`src/rtl/pipe_pkg.sv`:
```
// rtl/pipe_pkg.sv - shared pipeline constants and controller state encoding
package pipe_pkg;

    localparam logic [31:0] NOP_INSTR = 32'h00000033;
    localparam logic [4:0]  REG_X0    = 5'd0;

    typedef enum logic [1:0] {
        RUN      = 2'd0,
        DRAIN    = 2'd1,
        MEM_WAIT = 2'd2
    } pipe_state_t;

endpackage

```
`src/rtl/hazard_ctrl_if.sv`:
```
// rtl/hazard_ctrl_if.sv - hazard sources from the pipeline and strobes back to it
interface hazard_ctrl_if;

    logic [4:0] ifid_rs1;
    logic [4:0] ifid_rs2;
    logic       ifid_use_rs1;
    logic       ifid_use_rs2;
    logic       idex_mem_read;
    logic [4:0] idex_rd;
    logic       branch_taken;
    logic       exmem_mem_req;
    logic       dmem_ready;

    logic       pc_we;
    logic       ifid_we;
    logic       ifid_flush;
    logic       idex_we;
    logic       idex_flush;
    logic       exmem_we;
    logic       memwb_flush;

    // master: the hazard controller
    modport master (
        input  ifid_rs1, ifid_rs2, ifid_use_rs1, ifid_use_rs2,
               idex_mem_read, idex_rd, branch_taken, exmem_mem_req, dmem_ready,
        output pc_we, ifid_we, ifid_flush, idex_we, idex_flush, exmem_we, memwb_flush
    );

    // slave: the pipeline datapath
    modport slave (
        output ifid_rs1, ifid_rs2, ifid_use_rs1, ifid_use_rs2,
               idex_mem_read, idex_rd, branch_taken, exmem_mem_req, dmem_ready,
        input  pc_we, ifid_we, ifid_flush, idex_we, idex_flush, exmem_we, memwb_flush
    );

endinterface

```
`src/rtl/hazard_detect.sv`:
```
// rtl/hazard_detect.sv - combinational load-use comparator between ID sources and EX load rd
module hazard_detect
    import pipe_pkg::*;
(
    input  logic [4:0] ifid_rs1,
    input  logic [4:0] ifid_rs2,
    input  logic       ifid_use_rs1,
    input  logic       ifid_use_rs2,
    input  logic       idex_mem_read,
    input  logic [4:0] idex_rd,
    output logic       stall
);

    logic rs1_hit;
    logic rs2_hit;

    assign rs1_hit = ifid_use_rs1 && (ifid_rs1 == idex_rd);
    assign rs2_hit = ifid_use_rs2 && (ifid_rs2 == idex_rd);

    // x0 is hardwired zero, so a load targeting it never creates a dependency
    assign stall = idex_mem_read && (idex_rd != REG_X0) && (rs1_hit || rs2_hit);

endmodule

```
`src/rtl/hazard_ctrl.sv`:
```
// rtl/hazard_ctrl.sv - pipeline stall/flush sequencer with load-use, redirect and memory-wait handling
module hazard_ctrl
    import pipe_pkg::*;
#(
    parameter int FLUSH_CYCLES = 1,
    parameter int CNT_W        = 32
) (
    input  logic             clk,
    input  logic             rst,
    hazard_ctrl_if.master    hz,
    output logic [CNT_W-1:0] stall_count,
    output logic [CNT_W-1:0] flush_count,
    output logic [CNT_W-1:0] wait_count
);

    localparam logic [2:0] DRAIN_LOAD = 3'(FLUSH_CYCLES);

    pipe_state_t state_q, state_d;
    pipe_state_t saved_q, saved_d;
    pipe_state_t eff_state;
    logic [2:0]  drain_cnt_q, drain_cnt_d;

    logic lu_hit;
    logic mem_wait;
    logic redirect;
    logic load_use;

    hazard_detect u_detect (
        .ifid_rs1      (hz.ifid_rs1),
        .ifid_rs2      (hz.ifid_rs2),
        .ifid_use_rs1  (hz.ifid_use_rs1),
        .ifid_use_rs2  (hz.ifid_use_rs2),
        .idex_mem_read (hz.idex_mem_read),
        .idex_rd       (hz.idex_rd),
        .stall         (lu_hit)
    );

    // On the release cycle of a wait the controller acts as the state it was frozen in
    assign eff_state = (state_q == MEM_WAIT) ? saved_q : state_q;
    assign mem_wait  = hz.exmem_mem_req && !hz.dmem_ready;
    assign redirect  = hz.branch_taken && !mem_wait;
    assign load_use  = (eff_state == RUN) && !mem_wait && !hz.branch_taken && lu_hit;

    always_ff @(posedge clk) begin
        if (rst) begin
            state_q     <= RUN;
            saved_q     <= RUN;
            drain_cnt_q <= 3'd0;
            stall_count <= '0;
            flush_count <= '0;
            wait_count  <= '0;
        end else begin
            state_q     <= state_d;
            saved_q     <= saved_d;
            drain_cnt_q <= drain_cnt_d;
            if (load_use) stall_count <= stall_count + 1'b1;
            if (redirect) flush_count <= flush_count + 1'b1;
            if (mem_wait) wait_count  <= wait_count + 1'b1;
        end
    end

    always_comb begin
        state_d     = state_q;
        saved_d     = saved_q;
        drain_cnt_d = drain_cnt_q;
        if (mem_wait) begin
            state_d = MEM_WAIT;
            if (state_q != MEM_WAIT) saved_d = state_q;
        end else if (redirect) begin
            if (FLUSH_CYCLES > 0) begin
                state_d     = DRAIN;
                drain_cnt_d = DRAIN_LOAD;
            end else begin
                state_d     = RUN;
                drain_cnt_d = 3'd0;
            end
        end else if (eff_state == DRAIN) begin
            if (drain_cnt_q <= 3'd1) begin
                state_d     = RUN;
                drain_cnt_d = 3'd0;
            end else begin
                state_d     = DRAIN;
                drain_cnt_d = drain_cnt_q - 3'd1;
            end
        end else begin
            state_d = RUN;
        end
    end

    always_comb begin
        hz.pc_we       = 1'b1;
        hz.ifid_we     = 1'b1;
        hz.idex_we     = 1'b1;
        hz.exmem_we    = 1'b1;
        hz.ifid_flush  = 1'b0;
        hz.idex_flush  = 1'b0;
        hz.memwb_flush = 1'b0;
        if (rst) begin
            hz.pc_we       = 1'b0;
            hz.ifid_we     = 1'b0;
            hz.idex_we     = 1'b0;
            hz.ifid_flush  = 1'b1;
            hz.idex_flush  = 1'b1;
            hz.memwb_flush = 1'b1;
        end else if (mem_wait) begin
            hz.pc_we       = 1'b0;
            hz.ifid_we     = 1'b0;
            hz.idex_we     = 1'b0;
            hz.exmem_we    = 1'b0;
            hz.memwb_flush = 1'b1;
        end else if (redirect) begin
            hz.ifid_flush = 1'b1;
            hz.idex_flush = 1'b1;
        end else if (eff_state == DRAIN) begin
            hz.ifid_flush = 1'b1;
        end else if (load_use) begin
            hz.pc_we      = 1'b0;
            hz.ifid_we    = 1'b0;
            hz.idex_flush = 1'b1;
        end
    end

endmodule

```
`src/flat_wrapper.sv`:
```
// flat-port wrapper written by rule: the top's interface ports become plain ports
module hazard_ctrl_flat import pipe_pkg::*;
#(
    parameter int FLUSH_CYCLES = 1,
    parameter int CNT_W        = 32
)
  (clk, rst, stall_count, flush_count, wait_count, hz_ifid_rs1, hz_ifid_rs2, hz_ifid_use_rs1, hz_ifid_use_rs2, hz_idex_mem_read, hz_idex_rd, hz_branch_taken, hz_exmem_mem_req, hz_dmem_ready, hz_pc_we, hz_ifid_we, hz_ifid_flush, hz_idex_we, hz_idex_flush, hz_exmem_we, hz_memwb_flush);
  hazard_ctrl_if hz_i ();
  input  logic clk;
  input  logic rst;
  output logic [CNT_W-1:0] stall_count;
  output logic [CNT_W-1:0] flush_count;
  output logic [CNT_W-1:0] wait_count;
  input wire logic [$bits(hz_i.ifid_rs1)-1:0] hz_ifid_rs1;
  input wire logic [$bits(hz_i.ifid_rs2)-1:0] hz_ifid_rs2;
  input wire logic [$bits(hz_i.ifid_use_rs1)-1:0] hz_ifid_use_rs1;
  input wire logic [$bits(hz_i.ifid_use_rs2)-1:0] hz_ifid_use_rs2;
  input wire logic [$bits(hz_i.idex_mem_read)-1:0] hz_idex_mem_read;
  input wire logic [$bits(hz_i.idex_rd)-1:0] hz_idex_rd;
  input wire logic [$bits(hz_i.branch_taken)-1:0] hz_branch_taken;
  input wire logic [$bits(hz_i.exmem_mem_req)-1:0] hz_exmem_mem_req;
  input wire logic [$bits(hz_i.dmem_ready)-1:0] hz_dmem_ready;
  output wire logic [$bits(hz_i.pc_we)-1:0] hz_pc_we;
  output wire logic [$bits(hz_i.ifid_we)-1:0] hz_ifid_we;
  output wire logic [$bits(hz_i.ifid_flush)-1:0] hz_ifid_flush;
  output wire logic [$bits(hz_i.idex_we)-1:0] hz_idex_we;
  output wire logic [$bits(hz_i.idex_flush)-1:0] hz_idex_flush;
  output wire logic [$bits(hz_i.exmem_we)-1:0] hz_exmem_we;
  output wire logic [$bits(hz_i.memwb_flush)-1:0] hz_memwb_flush;
  assign hz_i.ifid_rs1 = hz_ifid_rs1;
  assign hz_i.ifid_rs2 = hz_ifid_rs2;
  assign hz_i.ifid_use_rs1 = hz_ifid_use_rs1;
  assign hz_i.ifid_use_rs2 = hz_ifid_use_rs2;
  assign hz_i.idex_mem_read = hz_idex_mem_read;
  assign hz_i.idex_rd = hz_idex_rd;
  assign hz_i.branch_taken = hz_branch_taken;
  assign hz_i.exmem_mem_req = hz_exmem_mem_req;
  assign hz_i.dmem_ready = hz_dmem_ready;
  assign hz_pc_we = hz_i.pc_we;
  assign hz_ifid_we = hz_i.ifid_we;
  assign hz_ifid_flush = hz_i.ifid_flush;
  assign hz_idex_we = hz_i.idex_we;
  assign hz_idex_flush = hz_i.idex_flush;
  assign hz_exmem_we = hz_i.exmem_we;
  assign hz_memwb_flush = hz_i.memwb_flush;
  hazard_ctrl #(.FLUSH_CYCLES(FLUSH_CYCLES), .CNT_W(CNT_W)) u_core (.clk(clk), .rst(rst), .hz(hz_i), .stall_count(stall_count), .flush_count(flush_count), .wait_count(wait_count));
endmodule
```
`config.mk`:
```
export PLATFORM = sky130hd
export DESIGN_NAME = hazard_ctrl_flat
export DESIGN_NICKNAME = d
export VERILOG_FILES = /design/src/rtl/pipe_pkg.sv /design/src/rtl/hazard_ctrl_if.sv /design/src/rtl/hazard_detect.sv /design/src/rtl/hazard_ctrl.sv /design/src/flat_wrapper.sv
export SDC_FILE = /design/constraint.sdc
export NUM_CORES = 1
export LEC_CHECK = 0
export ABC_AREA = 1
export CAP_MARGIN = 15
export CORE_MARGIN = 4
export CORE_UTILIZATION = 47
export DETAILED_ROUTE_END_ITERATION = 8
export PLACE_DENSITY = 0.84
export SLEW_MARGIN = 20
export SYNTH_ARGS = -nofsm -noshare
export SYNTH_HDL_FRONTEND = slang
export SYNTH_SLANG_ARGS = --single-unit
```
`constraint.sdc`:
```
create_clock -name clk -period 1.6 [get_ports clk]
set_input_delay 0.32 -clock clk [delete_from_list [all_inputs] [get_ports clk]]
set_output_delay 0.32 -clock clk [all_outputs]
set_load 0.005 [all_outputs]
```
---- After elaboration in Yosys (flattened, before gate mapping) ----
Index checks and enable logic that the tools add are counted.
word-level totals
  flip-flop bits (word level) ............. 103
  input bits .............................. 23
  output and inout bits ................... 103
  word-level logic and storage cells ...... 64
operators by class
  $add $sub $neg .......................... 4
  $lt $le $gt $ge ......................... 1
  eq/ne operators ......................... 5
  mux-type cells .......................... 27
  bitwise gates (word level) .............. 1
  reduce and logical (&&, ||, !) cells .... 19
operator list
  operator                 count
  $add A32 B1 Y32 const B  3
  $mux W1                  21
  $eq A5 B5 Y1             2
  $logic_and A1 B1 Y1      9
  $mux W3                  3
  $mux W2                  3
  $reduce_bool A5 Y1       1
  $reduce_and A2 Y1        2
  $le A3 B1 Y1 const B     1
  $logic_not A1 Y1         3
  $sub A3 B1 Y3 const B    1
  $eq A2 B1 Y1 const B     1
  $eq A2 B2 Y1 const B     1
  $logic_not A2 Y1         1
  $ne A2 B2 Y1 const B     1
  $reduce_bool A2 Y1       1
  $reduce_or A2 Y1         1
  $logic_or A1 B1 Y1       1
  $not A1 Y1               1

---- Longest topological paths before layout ----
  word-level depth ........................ 11
  gate-level depth with buffers ........... 11
  depth with buffers taken out ............ 11

---- Modules after synthesis ----
Synthesis repeated with hierarchy kept, for this count alone.
second synthesis, totals
  cell total of the unflattened synthesis .. 939
  area total of the unflattened synthesis .. 5760.5 um^2
by module, submodules not included
  module         times used  cells an instance  area each (um^2)  sequential area each (um^2)
  hazard_ctrl    1           884                5544.1            2062.0
  hazard_detect  1           55                 216.5             0.0

---- Worst setup path before layout ----
OpenSTA, ideal clock, no wires.
  kind .................................... input to output
  from .................................... in hz_idex_rd[2]
  to ...................................... out hz_pc_we
  data arrival time ....................... 1.222 ns
  data required time ...................... 1.280 ns
  path slack .............................. 0.058 ns
  cell stages on the path ................. 8
  path buffers ............................ 2
  cell sequence ........................... inv_1 -> nor2_1 -> nor2_1 -> nand3_1 -> a21oi_2 -> buf_4 -> nor2_1 -> buf_4
between the ends
  longest elaborated chain between the ends .. 10
  elaborated cells on any way between the ends .. 14
  classes of those cells .................. eq/ne: 2; mux: 5; reduce/logical: 7
ends and longest elaborated chain
  item                                    RTL line                                  text
  from (decl)                             flat_wrapper.sv:19                        input wire logic [$bits(hz_i.idex_rd)-1:0] hz_idex_rd;
  $eq A5 B5 Y1 (on tied branches)         hazard_detect.sv:17, hazard_detect.sv:18
  $logic_and A1 B1 Y1 (on tied branches)  hazard_detect.sv:17, hazard_detect.sv:18
  $logic_or A1 B1 Y1                      hazard_detect.sv:21                       assign stall = idex_mem_read && (idex_rd != REG_X0) && (rs1_hit || rs2_hit);
  $logic_and A1 B1 Y1 *                   hazard_detect.sv:21
  $logic_and A1 B1 Y1 *                   hazard_ctrl.sv:42                         assign load_use = (eff_state == RUN) && !mem_wait && !hz.branch_taken && lu_hit;
  $mux W1 * (5 in a row)                  -
  to (decl)                               flat_wrapper.sv:23                        output wire logic [$bits(hz_i.pc_we)-1:0] hz_pc_we;
Every way passes the cells marked *; elsewhere a longest branch is shown, timed or not.

---- Worst setup path after layout ----
  from .................................... reg u_core.saved_q[1]
  to ...................................... out hz_ifid_flush
between the ends
  longest elaborated chain between the ends .. 6
ends and longest elaborated chain
  item                    RTL line            text
  from (decl)             hazard_ctrl.sv:19   pipe_state_t saved_q, saved_d;
  from (signal assigned)  hazard_ctrl.sv:54   saved_q <= saved_d;
  $mux W2                 hazard_ctrl.sv:39   assign eff_state = (state_q == MEM_WAIT) ? saved_q : state_q;
  $eq A2 B1 Y1            hazard_ctrl.sv:114  end else if (eff_state == DRAIN) begin
  $mux W1                 hazard_ctrl.sv:114
  $mux W1                 hazard_ctrl.sv:111  end else if (redirect) begin
  $mux W1                 hazard_ctrl.sv:105  end else if (mem_wait) begin
  $mux W1                 hazard_ctrl.sv:98   if (rst) begin
  to (decl)               flat_wrapper.sv:25  output wire logic [$bits(hz_i.ifid_flush)-1:0] hz_ifid_flush;
No other way between the ends.

==> results.toml <==
[synth]
syn-num-nets = 1005
yosysSeqAreaShare_pct = 34.1
synthDistinctLibCells = 38
ys.flop_type = "dfxtp_1"
yosysWarningCount = 0
synth-edff-count = 0
synth_area_sq_mm = 0.00605
syn_area_per_cell_sq_um = 6.19
ys_seq_elements = 103
ys_async_sr_fraction_pct = 0
syn_inst = 977

[sta]
post-route-period-util_pct = 113
worst_clock_skew_ns = 0.00554
worst_pin_slew_ns = 0.587
setup_viol = 8
hold_ws_ns = 0.348
finalHoldViolCount = 0
rsz0062_at_grt = "yes"
slew_viol_final = 0
timing.final.crit_period_ns = 1.81
fin_ws_ns = -0.207
relSlewSlack_pct = 60.9
fmax_ghz = 0.553

[global_routing]
grt_max_degree = 54
grt_pass1_vias = 6653
track_usage_pct = 24.6
antenna_found_initial = 0
grt_pass1_wl_mm = 30.0
grt_overflow = 0

[status]
status = "complete, but fails checks"
violations = "setup timing"

[route]
totalWireLength_mm = 18.7
drc = 0
avgViaCountPerCell = 5.19
drt_iter0_markers = 598
num_vias = 7104
dr.pass1.iters = 6
postRouteAntennaNets = 0
routedWlPerCell_um = 13.7

[placed_design]
finalWeightedCongestion = 0.903
numPortBuffers = 125
placedCellCount = 1329
hpwlAfterDp_mm = 12.7

[clocking]
cts_inserted_buffers = 9
clkTransAtPathRegs_ns = 0.06
cts_sinks = 103
cts.htree.levels = 3
clock_path_buffers = 2
cts-root-buf = "clkbuf_16"
cts_tree = "yes"
clk_latency_ns = 0.35

[floorplanning]
io_pins = 126
floorplan.initialDensity_pct = 47.9
rows = 41
die_area_sq_mm = 0.0148
die_y_um = 121
die_w_um = 121
core_sq_mm = 0.0126

[pwr]
pwr-share-seq_pct = 49.3
total_power_mw = 5.22
vdd_drop_max_v = 0.000418
pwr-share-comb_pct = 8.3
p_sw_share_pct = 24.5
cellLeakagePower_nw = 3.72
power_switching_mw = 1.28
clkPwrFrac_pct = 42.3
power.internal_mw = 3.94
power.density_mw_per_mm2 = 597

[layout]
syn_to_final_growth_pct = 44.4
layout-drive-gt1-share_pct = 23.7
fillCellCount = 1059
diodes = 0
final_core_util_pct = 69.2
nNetsFinal = 1221
final_cells = 1368

[critical_path]
cp.arrival_ns = 1.49
r2r_end = "u_core.drain_cnt_q[0]"
reg2reg_from = "u_core.saved_q[1]"
reg2reg_depth = 11
crit_required_ns = 1.28
cp_cell_sequence = "o21ai_2 > buf_4 > buf_4 > inv_2 > nor2_2 > nand2_2 > nand3_2 > buf_2"
critPathCaptureType = "output pin"
r2r_slack_ns = -0.08
path_max_fanout = 2
startpoint_type = "register"
crit_slowest_cell = "dfxtp_2"
worst-setup-path-type = "reg -> out"
max_stage_delay_ns = 0.32
crit_path_frequent_cell = "buf_4"

[hold_path]
whs_path_depth = 4
min-delay-start = "rst"
hold_class = "in -> reg"
min_to = "u_core.state_q[0]"

[flow_run]
max_cap_viol_count = 0
==> flip-flops by register name, indices dropped and copies added, names as in the netlist <==
name and count:
u_core.flush_count 32, u_core.drain_cnt_q 3, u_core.state_q 2, u_core.stall_count 32, u_core.wait_count 32, u_core.saved_q 2
==> cell usage in the layout, fill, tap and decap left out, drive strengths merged, types with 35 or more instances in the layout <==
cell	n
buf	103
dlygate4sd2	52
dfxtp	103
nand3	61
nand2	308
o21ai	35
inv	117
a21oi	61
nor2	172
clkdlybuf4s50	59
==> how the worst max path moves through the flow <==
stage	start	endpoint	slack, ns	cells past startpoint
after global routing	u_core.state_q[0]	hz_pc_we	-0.28	7
after floorplan	hz_idex_rd[2]	hz_pc_we	0.06	8
after global placement	hz_idex_rd[1]	hz_idex_flush	-0.74	10
after CTS	u_core.state_q[0]	hz_ifid_we	-0.20	7
after detailed placement	hz_idex_rd[1]	hz_idex_flush	-0.74	10
final	u_core.saved_q[1]	hz_ifid_flush	-0.21	8
==> cell families (layout without fill, tap and decap cells) <==
logic type,after synthesis,count (layout),share of synthesized area (%)
xor+xnor,10,10,1.45
fa+ha+maj,5,5,1.03
buf+inv,137,355,9.00
simple gates,611,612,44.7
flops,103,103,34.1
compound gates,111,111,9.76
==> routing by layer <==
layer / wire (um) / share of wire, % / up-vias / global-route usage, %
li1: - / - / 3551 / -
met2: 9170 / 49 / 307 / 42.2
met1: 7750 / 41 / 3192 / 29.7
met3: 1240 / 6.6 / 54 / 4.48
met5: 0 / 0 / - / 0
met4: 564 / 3.0 / 0 / 11.6
==> timing repair <==
action                     in CTS  in global routing
setup buffers                  20                  4
hold buffers                    0                  0
setup endpoints to repair     138                103
cloned                          0                  1
pin swaps                      17                 13
resized for setup             167                 80
==> power groups by stage <==
stage	sequential [mW]	clock (mW)	combinational, mW
floorplan	2.66	0	0.211
global placement	2.66	0	0.393
detailed placement	2.66	0	0.403
CTS	2.59	2.24	0.413
global route	2.58	2.34	0.476
finish	2.57	2.21	0.435
==> final cells by class <==
class / count / area, sq um / area share [%]
Tap cell: 172 / 215 / 2.46
Inverter: 118 / 443 / 5.07
Clock buffer: 9 / 225 / 2.58
Clock inverter: 5 / 61.3 / 0.702
Timing Repair Buffer: 223 / 1920 / 22.0
Multi-Input combinational cell: 738 / 3650 / 41.8
Sequential cell: 103 / 2210 / 25.3
==> per-stage QoR <==
step | setup TNS [ns] | worst slack (ns) | cell area (sq um)
floorplan | 0 | 0.0579 | 6050
global placement | -33.69 | -0.738 | 7970
detailed placement | -36.40 | -0.738 | 7970
CTS | -0.644 | -0.200 | 8490
global route | -1.87 | -0.283 | 8730
finish | -0.955 | -0.207 | 8730
==> critical path: cells and delay by family (launching register included) <==
kind / cells / cell delay, ns
buffers and inverters: 4 / 0.37
DFF: 1 / 0.32
AOI/OAI and AO/OA: 1 / 0.15
and+or+nand+nor: 3 / 0.29
==> synth_stat cells (6+ instances only) <==
cell type  number  area [sq um]
nand3b_1       10          75.1
a31oi_1         6          37.5
nand2_1       303          1140
a21oi_1        60           300
o21ai_0        33           165
nand3_1        58           290
buf_4           7          52.6
nor2_1        156           586
nor3_1         25           125
nand4_1        24           150
nor2_2          8          50.1
dfxtp_1       103          2060
xor2_1          8          70.1
clkbuf_1        9          33.8
inv_1         114           428
No activity file was read; power rests on OpenSTA's default activity.
